## config.mk

```make
export PLATFORM = sky130hd
export DESIGN_NAME = bomb_game_controller
export DESIGN_NICKNAME = d
export VERILOG_FILES = /design/src/rtl/bomb_pkg.sv /design/src/rtl/bomb_game_controller_second_tick.sv /design/src/rtl/bomb_game_controller.sv
export SDC_FILE = /design/constraint.sdc
export NUM_CORES = 1
export LEC_CHECK = 0
export CAP_MARGIN = 20
export CORE_MARGIN = 2
export CORE_UTILIZATION = 49
export DETAILED_ROUTE_END_ITERATION = 16
export GPL_TIMING_DRIVEN = 0
export PLACE_DENSITY = 0.76
export SETUP_SLACK_MARGIN = 0.3
export SLEW_MARGIN = 20
export SYNTH_ARGS = -nofsm -noshare
export SYNTH_HDL_FRONTEND = slang
export SYNTH_HIERARCHICAL = 1
export SYNTH_SLANG_ARGS = --single-unit
```

## constraint.sdc

```tcl
create_clock -name clock -period 3.19 [get_ports clock]
set_input_delay 0.957 -clock clock [delete_from_list [all_inputs] [get_ports clock]]
set_output_delay 0.957 -clock clock [all_outputs]
set_load 0.005 [all_outputs]
```

## src/rtl/bomb_pkg.sv

```systemverilog
// Shared definitions for the bomb game: FSM encodings, bus addresses,
// module version codes and small arithmetic helpers.
package bomb_pkg;

    typedef enum logic [2:0] {
        IDLE     = 3'd0,
        SETUP    = 3'd1,
        ARMED    = 3'd2,
        EXPLODED = 3'd3,
        DEFUSED  = 3'd4
    } game_state_t;

    // Bus address meaning "nobody is selected"
    localparam logic [3:0] NO_MODULE = 4'hF;

    // Slot addresses of the puzzle modules on the shared setup bus
    localparam logic [3:0] SWITCHES_ADDRESS = 4'd0;
    localparam logic [3:0] WIRES_ADDRESS    = 4'd1;
    localparam logic [3:0] BUTTON_ADDRESS   = 4'd2;
    localparam logic [3:0] KEYPAD_ADDRESS   = 4'd3;

    // Puzzle variants a module may derive from its setup RNG value
    typedef enum logic [1:0] {
        VERSION_A = 2'd0,
        VERSION_B = 2'd1,
        VERSION_C = 2'd2,
        VERSION_D = 2'd3
    } version_t;

    // Number of set bits; slots never exceed 15 because address F is reserved
    function automatic logic [4:0] popcount16(input logic [15:0] v);
        logic [4:0] n;
        n = '0;
        for (int i = 0; i < 16; i++) begin
            n = n + {4'b0000, v[i]};
        end
        return n;
    endfunction

endpackage

```

## src/rtl/bomb_game_controller_second_tick.sv

```systemverilog
// Countdown prescaler: counts 0..CLKS_PER_SEC-1 while enabled and pulses
// tick_o for the single cycle in which the count wraps.
module second_tick #(
    parameter int CLKS_PER_SEC = 27_000_000
) (
    input  logic clock,
    input  logic reset,
    input  logic clear_i,
    input  logic enable_i,
    output logic tick_o
);

    localparam int CW = (CLKS_PER_SEC > 1) ? $clog2(CLKS_PER_SEC) : 1;
    localparam logic [CW-1:0] LAST = CW'(CLKS_PER_SEC - 1);

    logic [CW-1:0] cnt_q, cnt_d;

    // Next count and wrap pulse; clear has priority over counting
    always_comb begin
        cnt_d  = cnt_q;
        tick_o = 1'b0;
        if (clear_i) begin
            cnt_d = '0;
        end else if (enable_i) begin
            if (cnt_q == LAST) begin
                cnt_d  = '0;
                tick_o = 1'b1;
            end else begin
                cnt_d = cnt_q + CW'(1);
            end
        end
    end

    // Prescaler register
    always_ff @(posedge clock) begin
        if (reset) cnt_q <= '0;
        else       cnt_q <= cnt_d;
    end

endmodule

```

## src/rtl/bomb_game_controller.sv

```systemverilog
// Bomb game sequencer: hands each present puzzle slot its setup RNG value,
// then runs the countdown and folds strikes/defuses into one outcome.
module bomb_game_controller
    import bomb_pkg::*;
#(
    parameter int                   N_MODULES    = 4,
    parameter logic [N_MODULES-1:0] PRESENT_MASK = {N_MODULES{1'b1}},
    parameter int                   CLKS_PER_SEC = 27_000_000,
    parameter int                   TIME_LIMIT   = 300,
    parameter int                   MAX_STRIKES  = 3,
    parameter int                   SETUP_CYCLES = 4
) (
    input  logic                 clock,
    input  logic                 reset,
    input  logic                 start,
    input  logic [3:0]           rng_value,
    input  logic [N_MODULES-1:0] mod_strike,
    input  logic [N_MODULES-1:0] mod_defused,
    output logic [3:0]           enable,
    output logic [3:0]           rng_out,
    output logic                 rng_advance,
    output logic [2:0]           game_state,
    output logic [8:0]           seconds_left,
    output logic [1:0]           strike_count,
    output logic                 exploded,
    output logic                 defused
);

    localparam int SC_W = (SETUP_CYCLES > 1) ? $clog2(SETUP_CYCLES) : 1;
    localparam logic [SC_W-1:0] SC_LAST = SC_W'(SETUP_CYCLES - 1);

    game_state_t          state_q, state_d;
    logic [3:0]           ptr_q, ptr_d;
    logic [SC_W-1:0]      scnt_q, scnt_d;
    logic [3:0]           enable_q, enable_d;
    logic [3:0]           rng_out_q, rng_out_d;
    logic                 rng_adv_q, rng_adv_d;
    logic [8:0]           seconds_q, seconds_d;
    logic [1:0]           strike_q, strike_d;
    logic                 exploded_q, exploded_d;
    logic                 defused_q, defused_d;
    logic [N_MODULES-1:0] strike_prev_q;

    logic                 first_found, next_found;
    logic [3:0]           first_idx, next_idx;
    logic [N_MODULES-1:0] strike_edges;
    logic [4:0]           strike_sum;
    logic [1:0]           strike_sat;
    logic                 all_defused;
    logic                 tick;

    second_tick #(
        .CLKS_PER_SEC(CLKS_PER_SEC)
    ) u_second_tick (
        .clock    (clock),
        .reset    (reset),
        .clear_i  (state_q != ARMED),
        .enable_i (state_q == ARMED),
        .tick_o   (tick)
    );

    // Lowest present slot overall and lowest present slot above the pointer
    always_comb begin
        first_found = 1'b0;
        first_idx   = '0;
        next_found  = 1'b0;
        next_idx    = '0;
        for (int i = N_MODULES - 1; i >= 0; i--) begin
            if (PRESENT_MASK[i]) begin
                first_found = 1'b1;
                first_idx   = 4'(i);
                if (4'(i) > ptr_q) begin
                    next_found = 1'b1;
                    next_idx   = 4'(i);
                end
            end
        end
    end

    // Rising strike edges of populated slots, added with saturation at 3
    assign strike_edges = mod_strike & ~strike_prev_q & PRESENT_MASK;
    assign strike_sum   = {3'b000, strike_q} + popcount16(16'(strike_edges));
    assign strike_sat   = (strike_sum > 5'd3) ? 2'd3 : strike_sum[1:0];
    assign all_defused  = ((mod_defused & PRESENT_MASK) == PRESENT_MASK);

    // Next state and next registered outputs. The strike explode test uses
    // the updated count so a final strike beats a same-cycle defuse.
    always_comb begin
        state_d    = state_q;
        ptr_d      = ptr_q;
        scnt_d     = scnt_q;
        enable_d   = enable_q;
        rng_out_d  = rng_out_q;
        rng_adv_d  = 1'b0;
        seconds_d  = seconds_q;
        strike_d   = strike_q;
        exploded_d = exploded_q;
        defused_d  = defused_q;
        case (state_q)
            IDLE: begin
                enable_d = NO_MODULE;
                if (start) begin
                    if (first_found) begin
                        state_d   = SETUP;
                        ptr_d     = first_idx;
                        scnt_d    = '0;
                        enable_d  = first_idx;
                        rng_out_d = rng_value;
                        rng_adv_d = 1'b1;
                    end else begin
                        state_d = ARMED;
                    end
                end
            end
            SETUP: begin
                if (scnt_q == SC_LAST) begin
                    if (next_found) begin
                        ptr_d     = next_idx;
                        scnt_d    = '0;
                        enable_d  = next_idx;
                        rng_out_d = rng_value;
                        rng_adv_d = 1'b1;
                    end else begin
                        enable_d = NO_MODULE;
                        state_d  = ARMED;
                    end
                end else begin
                    scnt_d = scnt_q + SC_W'(1);
                end
            end
            ARMED: begin
                strike_d = strike_sat;
                if (tick && (seconds_q != 9'd0)) begin
                    seconds_d = seconds_q - 9'd1;
                end
                if ((seconds_q == 9'd0) || (int'(strike_sat) >= MAX_STRIKES)) begin
                    state_d    = EXPLODED;
                    exploded_d = 1'b1;
                end else if (all_defused) begin
                    state_d   = DEFUSED;
                    defused_d = 1'b1;
                end
            end
            default: ;
        endcase
    end

    // State and output registers; the strike history always follows the input
    always_ff @(posedge clock) begin
        if (reset) begin
            state_q       <= IDLE;
            ptr_q         <= '0;
            scnt_q        <= '0;
            enable_q      <= NO_MODULE;
            rng_out_q     <= '0;
            rng_adv_q     <= 1'b0;
            seconds_q     <= 9'(TIME_LIMIT);
            strike_q      <= '0;
            exploded_q    <= 1'b0;
            defused_q     <= 1'b0;
            strike_prev_q <= '0;
        end else begin
            state_q       <= state_d;
            ptr_q         <= ptr_d;
            scnt_q        <= scnt_d;
            enable_q      <= enable_d;
            rng_out_q     <= rng_out_d;
            rng_adv_q     <= rng_adv_d;
            seconds_q     <= seconds_d;
            strike_q      <= strike_d;
            exploded_q    <= exploded_d;
            defused_q     <= defused_d;
            strike_prev_q <= mod_strike;
        end
    end

    assign enable       = enable_q;
    assign rng_out      = rng_out_q;
    assign rng_advance  = rng_adv_q;
    assign game_state   = state_q;
    assign seconds_left = seconds_q;
    assign strike_count = strike_q;
    assign exploded     = exploded_q;
    assign defused      = defused_q;

endmodule
```

* Word level (Yosys, flattened, before mapping)
Index checks and enable logic that the tools add are counted.
** Operators by class
- $add $sub $neg :: 7
- $lt $le $gt $ge :: 6
- Eq/ne operators :: 12
- Mux-type cells :: 39
- Bitwise logic cells :: 3
- Reductions and logical operators :: 15
** Operators by type and width (number)
- $mux W4 :: 9
- $add A25 B1 Y25 const B :: 1
- $eq A25 B25 Y1 const B :: 1
- $mux W25 :: 1
- $pmux W4 S2 :: 3
- $mux W2 :: 8
- $mux W3 :: 5
- $mux W1 :: 10
- $logic_not A9 Y1 :: 1
- $pmux W3 S3 :: 1
- $reduce_bool A9 Y1 :: 1
- $sub A9 B1 Y9 const B :: 1
- $gt A1 B4 Y1 const A :: 2
- $gt A2 B4 Y1 const A :: 2
- $ne A2 B2 Y1 const B :: 4
- $ne A3 B3 Y1 const B :: 2
- $reduce_and A2 Y1 :: 3
- $reduce_and A3 Y1 :: 2
- $add A2 B4 Y5 :: 1
- $gt A5 B2 Y1 const B :: 1
- $reduce_and A5 Y1 :: 1
- $add A3 B1 Y4 :: 1
- $and A4 B4 Y4 :: 1
- $eq A4 B4 Y1 const B :: 1
- other kinds (19) :: 19
** Word-level totals
- Flip-flop bits (word level) :: 60
- Output and inout port bits :: 25
- Logic and storage cells :: 94

* Longest topological paths before layout
Gate-level depths: netlist of the first run.
- Depth in word-level cells :: 12
- Gate-level depth with buffers :: 12

* Cells and area by module
Netlist of the first run, hierarchy kept.
** Modules (own cells, without submodules)
- bomb_game_controller :: instances 1, cells an instance 174, area an instance 1576.5 µm², seq. area each 640.6 µm²
- second_tick :: instances 1, cells an instance 150, area an instance 1260.0 µm², seq. area each 500.5 µm²

* Worst setup path after synthesis of the first run
OpenSTA, ideal clock, no wires.
- Path type :: input to register
- From :: in mod_strike[0]
- To :: reg state_q[2] (netlist: game_state[2])
- Library setup time :: 0.071 ns
- Arrival time :: 3.088 ns
- Required time :: 3.119 ns
- Slack :: 0.031 ns
- Stages on the path :: 9
- Cell sequence :: nand2b_1 -> fa_1 -> fa_1 -> inv_1 -> fa_1 -> a21oi_1 -> nand3_1 -> or2_2 -> a21oi_1
** Between the ends
- Word-level cells in the longest chain between the ends :: 11
** Ends and longest elaborated chain
- from (decl) :: line bomb_game_controller.sv:17 : input logic [N_MODULES-1:0] mod_strike,
- $and A4 B4 Y4 (*) :: line bomb_game_controller.sv:81 : assign strike_edges = mod_strike & ~strike_prev_q & PRESENT_MASK;
- $add A1 B1 Y2 (*) :: line bomb_pkg.sv:35 : n = n + {4'b0000, v[i]};
- $add A2 B1 Y3 (*) :: line bomb_pkg.sv:35
- $add A3 B1 Y4 (*) :: line bomb_pkg.sv:35
- $add A2 B4 Y5 (*) :: line bomb_game_controller.sv:82 : assign strike_sum = {3'b000, strike_q} + popcount16(16'(strike_edges));
- $gt A5 B2 Y1 :: line bomb_game_controller.sv:83 : assign strike_sat = (strike_sum > 5'd3) ? 2'd3 : strike_sum[1:0];
- $mux W2 (*) :: line bomb_game_controller.sv:83
- $ge A2 B2 Y1 (*) :: line bomb_game_controller.sv:136 : if ((seconds_q == 9'd0) || (int'(strike_sat) >= MAX_STRIKES)) begin
- $logic_or A1 B1 Y1 (*) :: line bomb_game_controller.sv:136
- $ne A3 B3 Y1 (no source line) / $mux W3 (equally long branches)
- $reduce_and A5 Y1 (no source line) / $pmux W3 S3 (equally long branches)
- to (signal assigned) :: line bomb_game_controller.sv:163 : state_q <= state_d;
- to (decl) :: line bomb_game_controller.sv:32 : game_state_t state_q, state_d;
Mark *: on every way between the ends. The rest lies on a longest branch, timed or not.
A chain may end at the register's enable or synchronous reset.

* Final worst setup path of the first run
- From :: in mod_strike[2]
- To :: reg defused_q (netlist: defused)
** Between the ends
- Word-level cells in the longest chain between the ends :: 10
** Ends and longest elaborated chain
- $and A4 B4 Y4 (*) :: line bomb_game_controller.sv:81
- $add A2 B1 Y3 (*) :: line bomb_pkg.sv:35
- $add A3 B1 Y4 (*) :: line bomb_pkg.sv:35
- $add A2 B4 Y5 (*) :: line bomb_game_controller.sv:82
- $gt A5 B2 Y1 :: line bomb_game_controller.sv:83
- $mux W2 (*) :: line bomb_game_controller.sv:83
- $ge A2 B2 Y1 (*) :: line bomb_game_controller.sv:136
- $logic_or A1 B1 Y1 (*) :: line bomb_game_controller.sv:136
- $not A1 Y1 (no source line) (*)
- $reduce_and A3 Y1 (no source line) (*)
- to (signal assigned) :: line bomb_game_controller.sv:172 : defused_q <= defused_d;
- to (decl) :: line bomb_game_controller.sv:41 : logic defused_q, defused_d;
Marks and branches as above.

==> results, run 1 <==
- A synthesized cell averages 8.75 sq um.
- The number of nets still failing antenna checks after routing is 0.
- The core region is about 5500 sq um.
- Of the total synthesized cell area, the portion taken by AND, OR, NAND and NOR gates is 0.292.
- The floorplan die area is 6410 sq um.
- Once detailed placement completed, the half-perimeter wirelength came to 4510 um.
- Summed over all layers, the routed wires come to 6260 um.
- At the end of routability-driven placement, the weighted congestion stood at 0.835.
- The worst register-to-register path begins at game_state[2]$_SDFFE_PP0P_.
- The worst register-to-register path has a depth of 12.
- In the final layout, the share of cells above drive strength 1 is 0.155.
- The worst setup path is launched from an input pin.
- The floorplan step set the die height to 80.1 um.
- The fraction of the mapped netlist area in compound gates is 0.117.
- The initial antenna violation count is 0.
- The post-synthesis to final-layout area growth is 25.9%.
- Yosys mapped the design onto 50 distinct sky130hd cell types.
- The share of the Yosys chip area taken by registers is 0.402.
- The fraction of synthesized cell area in xor and xnor cells is 0.0648.
- Of the post-synthesis cell area, the dominant cell type holds 0.402.
- Summing all placed instances gives a cell area of 3340 sq um.
- The flow ran to the end, and the final reports show no timing, DRC or antenna violations.
- The total of warnings raised by yosys is 6.
- In this run the worst path has a maximum fanout of 3.
- The maximum number of pins on one net before global-route repair is 11.
- The adder-cell area share of the yosys netlist is 0.0565.
- The main combinational cell family by area after synthesis is simple AND/OR/NAND/NOR gates.
- The signal arrival time at the worst endpoint is about 3100 ps.
- The number of setup violations in the final report is 0.
- The max-slew headroom at the worst pin is 0.541.
- Summing all flip-flop and latch instances after layout gives approximately 1100 sq um.
- For the final routed database, the setup TNS stands at 0 ps.
- The clock period could shrink to 2820 ps.
- The maximum frequency from static timing analysis is 354 MHz.
- Dividing the detail-routed via count by the number of cells gives 5.48.
- After detailed routing, the number of remaining DRC violations is 0.
- After technology mapping, the gate count stands at between 300 and 400.
- In this run the static leakage power is 1.21 nW.
- The data required time at the worst endpoint is 3470 ps.
- The post-synthesis net count is 350.
- The library cells used most frequently in the layout, excluding fill and tap cells, are 56 x sky130_fd_sc_hd__dfxtp_1, 35 x sky130_fd_sc_hd__clkdlybuf4s50_1, 32 x sky130_fd_sc_hd__nor2_1.
- The endpoint of the most critical setup path is defused$_SDFFE_PP0P_.
- The clock drives 57 sinks.
- The endpoint class of the critical path is a flop.
- The clock-pin slew reported for the worst setup and hold paths after clock tree synthesis is 70 ps.
- The top-level port count is 40.
- The post-synthesis cell area is 2840 sq um.
- The power density over the cells is 481 nW/um^2.
- Sorting the synthesized cells by area gives the leading types as sky130_fd_sc_hd__dfxtp_1 40%, sky130_fd_sc_hd__nor2_1 4.5%, sky130_fd_sc_hd__a21oi_1 4.1%, sky130_fd_sc_hd__xnor2_1 4.0%, sky130_fd_sc_hd__nand2_1 3.7%.
- The number of violations reported at the end of detailed-routing iteration 0 is approximately 110.
- The number of synthesized flops with an enable pin is 0.
- The initial utilization of the core area, before any placement, comes to 0.512.
- Among all flip-flop cells after synthesis, the most frequent one is sky130_fd_sc_hd__dfxtp_1.
- The final max-slew violation count is 0.
- The timing startpoint of the critical path is mod_strike[2].
- The final worst-path cycle share is 0.885.
- The cell accounting for the most synthesized area is sky130_fd_sc_hd__dfxtp_1.
- Once layout is done, the placed cells without fillers occupy 3570 sq um.
- The number of port buffers is 39.
- In the synthesized netlist the async set-or-reset flop fraction comes to 0.
- The total overflow left after global routing is 0.
- The H-tree was split into 3 levels.
- The maximum count of clock buffers along a single path is 2.
- Row generation in the floorplan step produced 27 rows.
- The setup check on the worst reg-to-reg path leaves a slack of 500 ps.
- The fraction of synthesized area in multiplexers is 0.0150.
- The clock tree skew after final layout is 7.80 ps.
- In this run the critical register-to-register path is captured at seconds_left[6]$_SDFFE_PP0P_.
- The via count of the first global-routing pass is 2419.
- Setup repair after global routing could not meet its margin everywhere.
- The final count of hold timing violations is 0.
- The CTS tree is yes.
- Counting the fill cells in the layout gives 486.
- The die span in x is 80.1 um.
- The number of clock buffers inserted by TritonCTS is 9.
- In the final routed layout, each cell accounts on average for between 10 and 15 um.
- The first detailed-routing pass took 4 iterations.
- The type of the worst min-delay path is reg2reg.
- The number of buffers inserted by hold repair at cts is 0.
- The final layout contains 402 nets.
- The classification of the worst setup path is in2reg.
- The routed layout has 2483 vias.
- The number of antenna diodes in the final layout is 0.
- The tool flagged a number of max-cap violations equal to 0.
- The commonest non-fill, non-tap cell in the layout is sky130_fd_sc_hd__dfxtp_1.
- Across every metal layer, demand over resource in global routing totals 0.212.
- The synthesized design contains 57 register bits.
- At the pin with the least slew margin, the transition time is 683 ps.
- The area of combinational cells with multiple inputs is around 1600 sq um.
- The global-route wire length before repair is 10600 um.
- The maximum vdd drop is between 0.2 and 0.3 mV.
- The root cell of the clock tree is sky130_fd_sc_hd__clkbuf_8.
- At the later pin of the worst-skew pair, clock insertion delay measures between 300 and 400 ps.
layer usage:
metal / wire [um] / global-route usage / share of wire
met5: 0 / 0 / 0
met4: 129 / 0.114 / 0.021
met3: 204 / 0.0494 / 0.033
met1: 2820 / 0.254 / 0.45
met2: 3100 / 0.353 / 0.50
cells by family (layout without fill, tap and decap cells):
kind of cell    after synthesis  after routing
mux                           4              4
compound gates               52             52
simple gates                151            151
fa+ha+maj                    11             11
flops                        57             57
xor+xnor                     21             21
buf+inv                      28             85
per-stage QoR:
stage / hold slack, ps / instances / total power (W) / utilization / setup slack, ps
global placement: 442 / 435 / 0.00113 / 0.603 / -451
floorplan: 445 / 324 / 0.000999 / - / 207
detailed placement: 450 / 435 / 0.00114 / 0.603 / -508
global route: 492 / 453 / 0.00180 / 0.645 / 281
finish: 468 / 453 / 0.00172 / 0.645 / 367
CTS: 469 / 452 / 0.00171 / 0.633 / 286
power by group:
group          switching [W]  total, W  internal (W)
Sequential         0.0000309  0.000783      0.000752
Combinational       0.000178  0.000359      0.000181
Clock               0.000298  0.000574      0.000275
Total               0.000508   0.00172       0.00121
layout make-up:
cell class / instances / share of cell area
multi-input cells: 239 / 0.451
flip-flops and latches: 57 / 0.320
repair buffers: 41 / 0.117
clock buffers: 10 / 0.0357
plain buffers: 13 / 0.0263
well taps: 72 / 0.0252
inverters: 15 / 0.0158
clock inverters: 6 / 0.00981
state kept, by name, summed over array words and instances, names as in the netlist:
signal,count
strike_count,2
exploded,1
rng_advance,1
strike_prev_q,4
u_second_tick/cnt_q,25
seconds_left,9
ptr_q,2
game_state,3
defused,1
scnt_q,2
enable,3
rng_out,4
what timing repair did:
action                                 in CTS  in global routing
endpoints found under the hold margin       0                  0
resized for setup                          10                 14
setup buffers                               1                  1
setup endpoints to repair                   6                  6
pin swaps                                   7                  8
how the worst min path moves through the flow:
stage                                              start                              endpoint  slack (ps)  cells after the start
floorplan           u_second_tick/cnt_q[23]$_SDFFE_PP0P_  u_second_tick/cnt_q[23]$_SDFFE_PP0P_         440                      2
global placement                 rng_out[2]$_SDFFE_PP0P_               rng_out[2]$_SDFFE_PP0P_         440                      2
detailed placement               rng_out[1]$_SDFFE_PP0P_               rng_out[1]$_SDFFE_PP0P_         450                      2
CTS                                 defused$_SDFFE_PP0P_                  defused$_SDFFE_PP0P_         470                      2
global route                     rng_out[0]$_SDFFE_PP0P_               rng_out[0]$_SDFFE_PP0P_         490                      2
finish                              defused$_SDFFE_PP0P_                  defused$_SDFFE_PP0P_         470                      2
Yosys cell counts, drive strengths merged (3+ instances only):
cell type and count:
nand2b 6, xnor2 13, and3 3, nor4 8
nand3 13, fa 3, nand4 13, buf 9
xor2 8, or3 11, nor3 6, inv 15
or2 3, or4 8, a211oi 3, o21ai 13
nand2 29, clkbuf 4, a21oi 23, nor2b 6
o31ai 3, ha 8, dfxtp 57, and4 4
nor2 34
worst max-delay path, cell delays in order:
cell and delay (ps):
sky130_fd_sc_hd__buf_8 80, sky130_fd_sc_hd__nand2b_4 50, sky130_fd_sc_hd__fa_1 470, sky130_fd_sc_hd__fa_2 350, sky130_fd_sc_hd__inv_2 70, sky130_fd_sc_hd__fa_2 460
sky130_fd_sc_hd__a21oi_4 210, sky130_fd_sc_hd__nand3_2 90, sky130_fd_sc_hd__or2_4 270, sky130_fd_sc_hd__a21oi_2 110
Power figures use the tool's default switching activity.
==> run 2: changes to the inputs <==
--- a/config.mk
+++ b/config.mk
@@ -10,6 +10,7 @@
 export CORE_UTILIZATION = 49
 export DETAILED_ROUTE_END_ITERATION = 16
 export GPL_TIMING_DRIVEN = 0
+export MAX_ROUTING_LAYER = met4
 export PLACE_DENSITY = 0.76
 export SETUP_SLACK_MARGIN = 0.3
 export SLEW_MARGIN = 20
==> results, run 2 (same netlist as run 1, synthesis figures left out) <==
- The cell-internal power is 0.00121 W (about the same).
- The first-pass iteration count of the detailed router is 4 (unchanged).
- The capture instance of the worst register-to-register path is seconds_left[6]$_SDFFE_PP0P_ (unchanged).
- The combined global-route utilization of all metal layers is 0.219 (was 0.212).
- The net count reported at finish was 402 (unchanged).
- The worst-case setup slack after placement is -508 ps (unchanged).
- The total overflow reported by the global router is 0 (unchanged).
- The tightest hold margin is 469 ps (was 468 ps).
- The timing startpoint of the critical path is mod_strike[2] (unchanged).
- The maximum frequency from static timing analysis is 354 MHz (about the same).
- The commonest non-fill, non-tap cell in the layout is sky130_fd_sc_hd__dfxtp_1 (unchanged).
- The power density over the cells is 480 nW/um^2 (was 481 nW/um^2).
- The floorplan die area is 6410 sq um (unchanged).
- The via-per-instance ratio is 5.49 (was 5.48).
- The leakage component of the power came to 1.21 nW (unchanged).
- The number of nets still failing antenna checks after routing is 0 (unchanged).
- RSZ-0062 raised after global routing: true (unchanged).
- The number of setup violations in the final report is 0 (unchanged).
- Run status: complete, no violations (unchanged).
- The count of H-tree levels built during CTS is 3 (unchanged).
- The flip-flop count of the largest register, all copies and words added was 25 (unchanged).
- The final antenna diode count is 0 (unchanged).
- The length in cells of the worst reg-to-reg path is 12 (unchanged).
- The number of cell rows is 27 (unchanged).
- The startpoint of the lowest-slack register-to-register path is game_state[2]$_SDFFE_PP0P_ (unchanged).
- The die span in y came to 80.1 um (unchanged).
- The clock insertion delay at the later pin of the skew report is 340 ps (was 350 ps).
- The worst-case register-to-register setup slack is 500 ps (about the same).
- The final worst-path cycle share is 0.886 (was 0.885).
- The root cell of the clock tree is sky130_fd_sc_hd__clkbuf_8 (unchanged).
- The floorplan core area was 5540 sq um (unchanged).
- The CTS tree is yes (unchanged).
- The cell with the largest stage delay on the worst path is sky130_fd_sc_hd__fa_1 (unchanged).
- The clock-pin slew reported for the worst setup and hold paths after clock tree synthesis is 70 ps (about the same).
- The placer's final routability congestion estimate came to 0.848 (was 0.835).
- The CTS sink count came to 57 (unchanged).
- The final worst-path setup slack is 363 ps (was 367 ps).
- The effective utilization at floorplan is 0.512 (unchanged).
- The per-cell routed wire length is 13.8 um (about the same).
- The stage delay of the slowest cell on the critical path is 470 ps (about the same).
- The number of clock buffers inserted by TritonCTS is 9 (unchanged).
- The maximum vdd drop is 0.274 mV (was 0.279 mV).
- The maximum fanout count along the critical path came to 3 (unchanged).
- The share of cells above drive strength 1 came to 0.155 (unchanged).
- CP Cell Sequence: buf_8 > nand2b_4 > fa_1 > fa_2 > inv_2 > fa_2 > a21oi_4 > nand3_2 > or2_4 > a21oi_2 (unchanged).
- The proportion of total power due to net switching came to 0.295 (was 0.296).
- The endpoint class of the critical path was a flop (unchanged).
- The global-route wire length before repair is 10600 um (about the same).
- The data required time at the worst endpoint is 3460 ps (was 3470 ps).
- The final-layout fill cell count was 486 (unchanged).
- The clock power share is 0.333 (was 0.334).
- The kind of start point of the critical path is an input pin (unchanged).
- The register with the most flip-flops is u_second_tick/cnt_q (unchanged).
- The via count is 2488 (was 2483).
- The max-slew headroom at the worst pin is 0.524 (was 0.541).
- The number of violations reported at the end of detailed-routing iteration 0 is 96 (was 111).
- The via count of the first global-routing pass came to 2416 (was 2419).
- The part of the power in combinational logic is 0.210 (was 0.209).
- The maximum count of clock buffers along a single path came to 2 (unchanged).
- The transition time at the pin with the least slew margin is 709 ps (was 683 ps).
- The reported max-cap violation count is 0 (unchanged).
- The overall routed net length is 6250 um (was 6260 um).
- The clock period minus final worst setup slack came to 2830 ps (was 2820 ps).
- The classification of the worst setup path is in2reg (unchanged).
- The clock tree skew after final layout was 7.91 ps (was 7.80 ps).
- The final max-slew violation count was 0 (unchanged).
- The top-level port count is 40 (unchanged).
- The maximum number of pins on one net before global-route repair is 11 (unchanged).
- The post-synthesis to final-layout area growth is 25.9% (unchanged).
- The relative contribution of sequential cells to total power came to 0.456 (about the same).
- The die span in x is 80.1 um (unchanged).
- Most frequent cells in the layout: 56 x sky130_fd_sc_hd__dfxtp_1, 35 x sky130_fd_sc_hd__clkdlybuf4s50_1, 32 x sky130_fd_sc_hd__nor2_1 (unchanged).
- The type of the worst min-delay path was reg2reg (unchanged).
- The most repeated library cell on the critical path is sky130_fd_sc_hd__fa_2 (unchanged).
- The final count of hold timing violations is 0 (unchanged).
- The number of port buffers came to 39 (unchanged).
- The reported net switching power is 0.000506 W (was 0.000508 W).
- The total half-perimeter wirelength after legalization and detailed placement came to 4510 um (unchanged).
- The endpoint of the most critical setup path is defused$_SDFFE_PP0P_ (unchanged).
- The total DRC errors in the routed layout came to 0 (unchanged).
- The initial antenna violation count is 0 (unchanged).
- The signal arrival time at the worst endpoint was 3100 ps (about the same).
run 2: cell counts in the layout (fill, tap and decap cells not counted):
No cell type changed its count.
run 2: how the worst min path moves through the flow:
stage,from,end,cells after the start
2_1_floorplan,u_second_tick/cnt_q[23]$_SDFFE_PP0P_,u_second_tick/cnt_q[23]$_SDFFE_PP0P_,2
3_3_place_gp,rng_out[2]$_SDFFE_PP0P_,rng_out[2]$_SDFFE_PP0P_,2
3_5_place_dp,rng_out[1]$_SDFFE_PP0P_,rng_out[1]$_SDFFE_PP0P_,2
4_1_cts,defused$_SDFFE_PP0P_,defused$_SDFFE_PP0P_,2
5_1_grt,rng_out[0]$_SDFFE_PP0P_,rng_out[0]$_SDFFE_PP0P_,2
6_report,defused$_SDFFE_PP0P_,defused$_SDFFE_PP0P_,2
run 2: timing repair:
action / 4_1_cts / 5_1_grt
pin swaps: 7 / 8
hold buffers: 0 / 0
endpoints found under the setup margin: 6 / 6
setup buffers: 1 / 1
resized for setup: 10 / 14
run 2: final cells by class:
| class | count | area [sq um] | area share |
|---|---|---|---|
| clock inverter | 6 | 35.0 | 0.00981 |
| timing repair buffer | 41 | 417 | 0.117 |
| inverter | 15 | 56.3 | 0.0158 |
| clock buffer | 10 | 128 | 0.0357 |
| tap | 72 | 90.1 | 0.0252 |
| sequential | 57 | 1140 | 0.320 |
| multi-input combinational | 239 | 1610 | 0.451 |
| buffer | 13 | 93.8 | 0.0263 |
run 2: routing by layer:
layer  vias to the layer above  routed length, um  global-route usage
met5                         -                  0                   -
met1                      1189               2810               0.255
li1                       1250                  -                   -
met3                         9                203              0.0494
met4                         0                119               0.114
met2                        40               3120               0.353
run 2: critical path, delay by kind of cell:
family	cells	cell delay (ps)
fa+ha+maj	3	1280
compound gates	2	320
buf+inv	2	150
simple gates	3	410
run 2: power groups by stage:
stage	logic [W]	registers [W]	clock network (W)
after CTS	0.000342	0.000782	0.000585
final	0.000360	0.000783	0.000571
after floorplan	0.000203	0.000796	0
after global routing	0.000397	0.000788	0.000616
after detailed placement	0.000338	0.000798	0
after global placement	0.000334	0.000795	0
run 2: through the flow:
step                utilization  setup TNS [ps]  instance area [sq um]  total power (W)  instances
floorplan                     -               0                   2860         0.000999        324
global placement          0.603           -1860                   3340          0.00113        435
detailed placement        0.603           -2100                   3340          0.00114        435
CTS                       0.633               0                   3510          0.00171        452
global route              0.645               0                   3570          0.00180        453
finish                    0.645               0                   3570          0.00171        453
==> run 3: changes to the inputs <==
--- a/config.mk
+++ b/config.mk
@@ -7,11 +7,12 @@
 export LEC_CHECK = 0
 export CAP_MARGIN = 20
 export CORE_MARGIN = 2
-export CORE_UTILIZATION = 49
+export CORE_UTILIZATION = 50
 export DETAILED_ROUTE_END_ITERATION = 16
+export DONT_BUFFER_PORTS = 1
 export GPL_TIMING_DRIVEN = 0
 export MAX_ROUTING_LAYER = met4
-export PLACE_DENSITY = 0.76
+export PLACE_DENSITY = 0.68
 export SETUP_SLACK_MARGIN = 0.3
 export SLEW_MARGIN = 20
 export SYNTH_ARGS = -nofsm -noshare
==> results, run 3 (same netlist as run 1, synthesis figures left out) <==
- Run status: complete, no violations (unchanged).
- The floorplan core area was 5510 sq um (was 5540 sq um).
- The number of nets still failing antenna checks after routing is 0 (unchanged).
- The met2 wire length is 2740 um (was 3120 um).
- The leakage component of the power is 1.03 nW (was 1.21 nW).
- The via count of the first global-routing pass is 2127 (was 2416).
- The commonest non-fill, non-tap cell in the layout is sky130_fd_sc_hd__dfxtp_1 (unchanged).
- The clock-pin slew reported for the worst setup and hold paths after clock tree synthesis is 60 ps (was 70 ps).
- The number of port buffers is 0 (was 39).
- The number of violations reported at the end of detailed-routing iteration 0 was 89 (was 96).
- The final antenna diode count is 0 (unchanged).
- The maximum count of clock buffers along a single path is 2 (unchanged).
- The startpoint of the lowest-slack register-to-register path is game_state[2]$_SDFFE_PP0P_ (unchanged).
- The die span in y came to 79.3 um (was 80.1 um).
- The CTS tree is yes (unchanged).
- The signal arrival time at the worst endpoint was 3040 ps (was 3100 ps).
- The net count reported at finish is 361 (was 402).
- The met3 routed wirelength is 274 um (was 203 um).
- The clock period minus final worst setup slack is 2770 ps (was 2830 ps).
- The power density over the cells came to 521 nW/um^2 (was 480 nW/um^2).
- The maximum fanout count along the critical path was 3 (unchanged).
- The post-CTS setup-driven buffer insertion count is 0 (was 1).
- The final max-slew violation count was 0 (unchanged).
- The register with the most flip-flops was u_second_tick/cnt_q (unchanged).
- The setup TNS is 0 ps (unchanged).
- The type of the worst min-delay path is reg2reg (unchanged).
- The data required time at the worst endpoint is 3460 ps (about the same).
- The met1 wire length is 2600 um (was 2810 um).
- The floorplan die area was 6290 sq um (was 6410 sq um).
- The clock insertion delay at the later pin of the skew report came to 330 ps (was 340 ps).
- The total overflow reported by the global router is 0 (unchanged).
- The final-layout fill cell count is 519 (was 486).
- The die span in x was 79.3 um (was 80.1 um).
- The top-level port count is 40 (unchanged).
- The total half-perimeter wirelength after legalization and detailed placement was 4110 um (was 4510 um).
- The classification of the worst setup path is in2reg (unchanged).
- The maximum frequency from static timing analysis is 360 MHz (was 354 MHz).
- The combined global-route utilization of all metal layers was 0.209 (was 0.219).
- The flip-flop count of the largest register, all copies and words added came to 25 (unchanged).
- The maximum number of pins on one net before global-route repair is 11 (unchanged).
- The via count is 2322 (was 2488).
- The transition time at the pin with the least slew margin came to 736 ps (was 709 ps).
- The effective utilization at floorplan is 0.515 (was 0.512).
- The highest layer used for signal routing is met4 (unchanged).
- The launch point of the worst hold path is rng_out[0]$_SDFFE_PP0P_ (was defused$_SDFFE_PP0P_).
- The kind of start point of the critical path is an input pin (unchanged).
- RSZ-0062 raised after global routing: false (was true).
- The root cell of the clock tree is sky130_fd_sc_hd__clkbuf_8 (unchanged).
- The per-cell routed wire length was 14.0 um (was 13.8 um).
- The timing startpoint of the critical path was mod_strike[2] (unchanged).
- The placer's final routability congestion estimate came to 0.802 (was 0.848).
- The total DRC errors in the routed layout is 0 (unchanged).
- The clock tree skew after final layout is 5.99 ps (was 7.91 ps).
- The endpoint class of the critical path is a flop (unchanged).
- Most frequent cells in the layout: 56 x sky130_fd_sc_hd__dfxtp_1, 32 x sky130_fd_sc_hd__nor2_1, 27 x sky130_fd_sc_hd__nand2_1 (was 56 x sky130_fd_sc_hd__dfxtp_1, 35 x sky130_fd_sc_hd__clkdlybuf4s50_1, 32 x sky130_fd_sc_hd__nor2_1).
- The max-slew headroom at the worst pin is 0.506 (was 0.524).
- The post-synthesis to final-layout area growth is 10.6% (was 25.9%).
- The count of H-tree levels built during CTS is 3 (unchanged).
- The number of setup violations in the final report came to 0 (unchanged).
- The reported max-cap violation count was 0 (unchanged).
- The initial antenna violation count came to 0 (unchanged).
- The final worst-path cycle share is 0.870 (was 0.886).
- The overall routed net length is 5720 um (was 6250 um).
- The number of cell rows is 27 (unchanged).
- The global-route wire length before repair was 9870 um (was 10600 um).
- The via-per-instance ratio came to 5.68 (was 5.49).
- The first-pass iteration count of the detailed router was 4 (unchanged).
- The share of cells above drive strength 1 is 0.145 (was 0.155).
- The CTS sink count is 57 (unchanged).
- The number of clock buffers inserted by TritonCTS is 9 (unchanged).
- The maximum vdd drop is 0.303 mV (was 0.274 mV).
- The final count of hold timing violations was 0 (unchanged).
- The overall power consumption is 0.00164 W (was 0.00171 W).
## run 3: changes by cell type in the layout (fill, tap and decap cells not counted), moves of 2 or more
cell / previous run / this run
sky130_fd_sc_hd__clkdlybuf4s50_1: 35 / 0
sky130_fd_sc_hd__clkinv_2: 4 / 0
sky130_fd_sc_hd__clkbuf_8: 10 / 13
sky130_fd_sc_hd__buf_4: 4 / 2
sky130_fd_sc_hd__clkinvlp_4: 2 / 0
sky130_fd_sc_hd__dlymetal6s2s_1: 2 / 0
## run 3: path summary, 6_finish.rpt
kind / to / slack, ps / cells past startpoint
worst max-delay path: defused$_SDFFE_PP0P_ / 420 / 9
worst min-delay path: rng_out[0]$_SDFFE_PP0P_ / 480 / 2
worst max register to register: seconds_left[6]$_SDFFE_PP0P_ / 530 / 12
worst min register to register: rng_out[0]$_SDFFE_PP0P_ / 480 / 2
## run 3: cell type report
| class | instances | area [sq um] | area share |
|---|---|---|---|
| plain buffers | 13 | 93.8 | 0.0299 |
| clock buffers | 13 | 169 | 0.0538 |
| inverters | 15 | 56.3 | 0.0179 |
| multi-input cells | 239 | 1590 | 0.506 |
| flip-flops and latches | 57 | 1140 | 0.364 |
| well taps | 72 | 90.1 | 0.0287 |
## run 3: power by group
group / internal (W) / switching [W]
Sequential: 0.000752 / 0.0000396
Clock: 0.000333 / 0.000263
Combinational: 0.000103 / 0.000145
Total: 0.00119 / 0.000448
## run 3: worst max-delay path: stages
cell and delay, ps:
sky130_fd_sc_hd__nand2b_4 40, sky130_fd_sc_hd__fa_1 460, sky130_fd_sc_hd__fa_2 350, sky130_fd_sc_hd__inv_2 60
sky130_fd_sc_hd__fa_1 450, sky130_fd_sc_hd__a21oi_2 220, sky130_fd_sc_hd__nand3_1 120, sky130_fd_sc_hd__or2_4 280
sky130_fd_sc_hd__a21oi_2 110
## run 3: timing repair
item                                    4_1_cts  5_1_grt
pin swaps                                     0        0
endpoints found under the setup margin        1        2
hold buffers                                  0        0
gates resized for setup                       2        4
## run 3: per-layer routing
| layer | GRT usage | up-vias |
|---|---|---|
| li1 | - | 1167 |
| met1 | 0.242 | 1102 |
| met2 | 0.328 | 44 |
| met3 | 0.0693 | 9 |
| met4 | 0.100 | 0 |
| met5 | - | - |
## run 3: metrics by stage
step                cells  worst slack [ps]  hold slack (ps)   util  cell area (sq um)
finish                409               416              476  0.570               3140
global route          409               310              498  0.570               3140
CTS                   409               340              476  0.567               3120
detailed placement    396              51.1              468  0.536               2950
global placement      396              82.3              454  0.536               2950
floorplan             324               207              445      -               2860
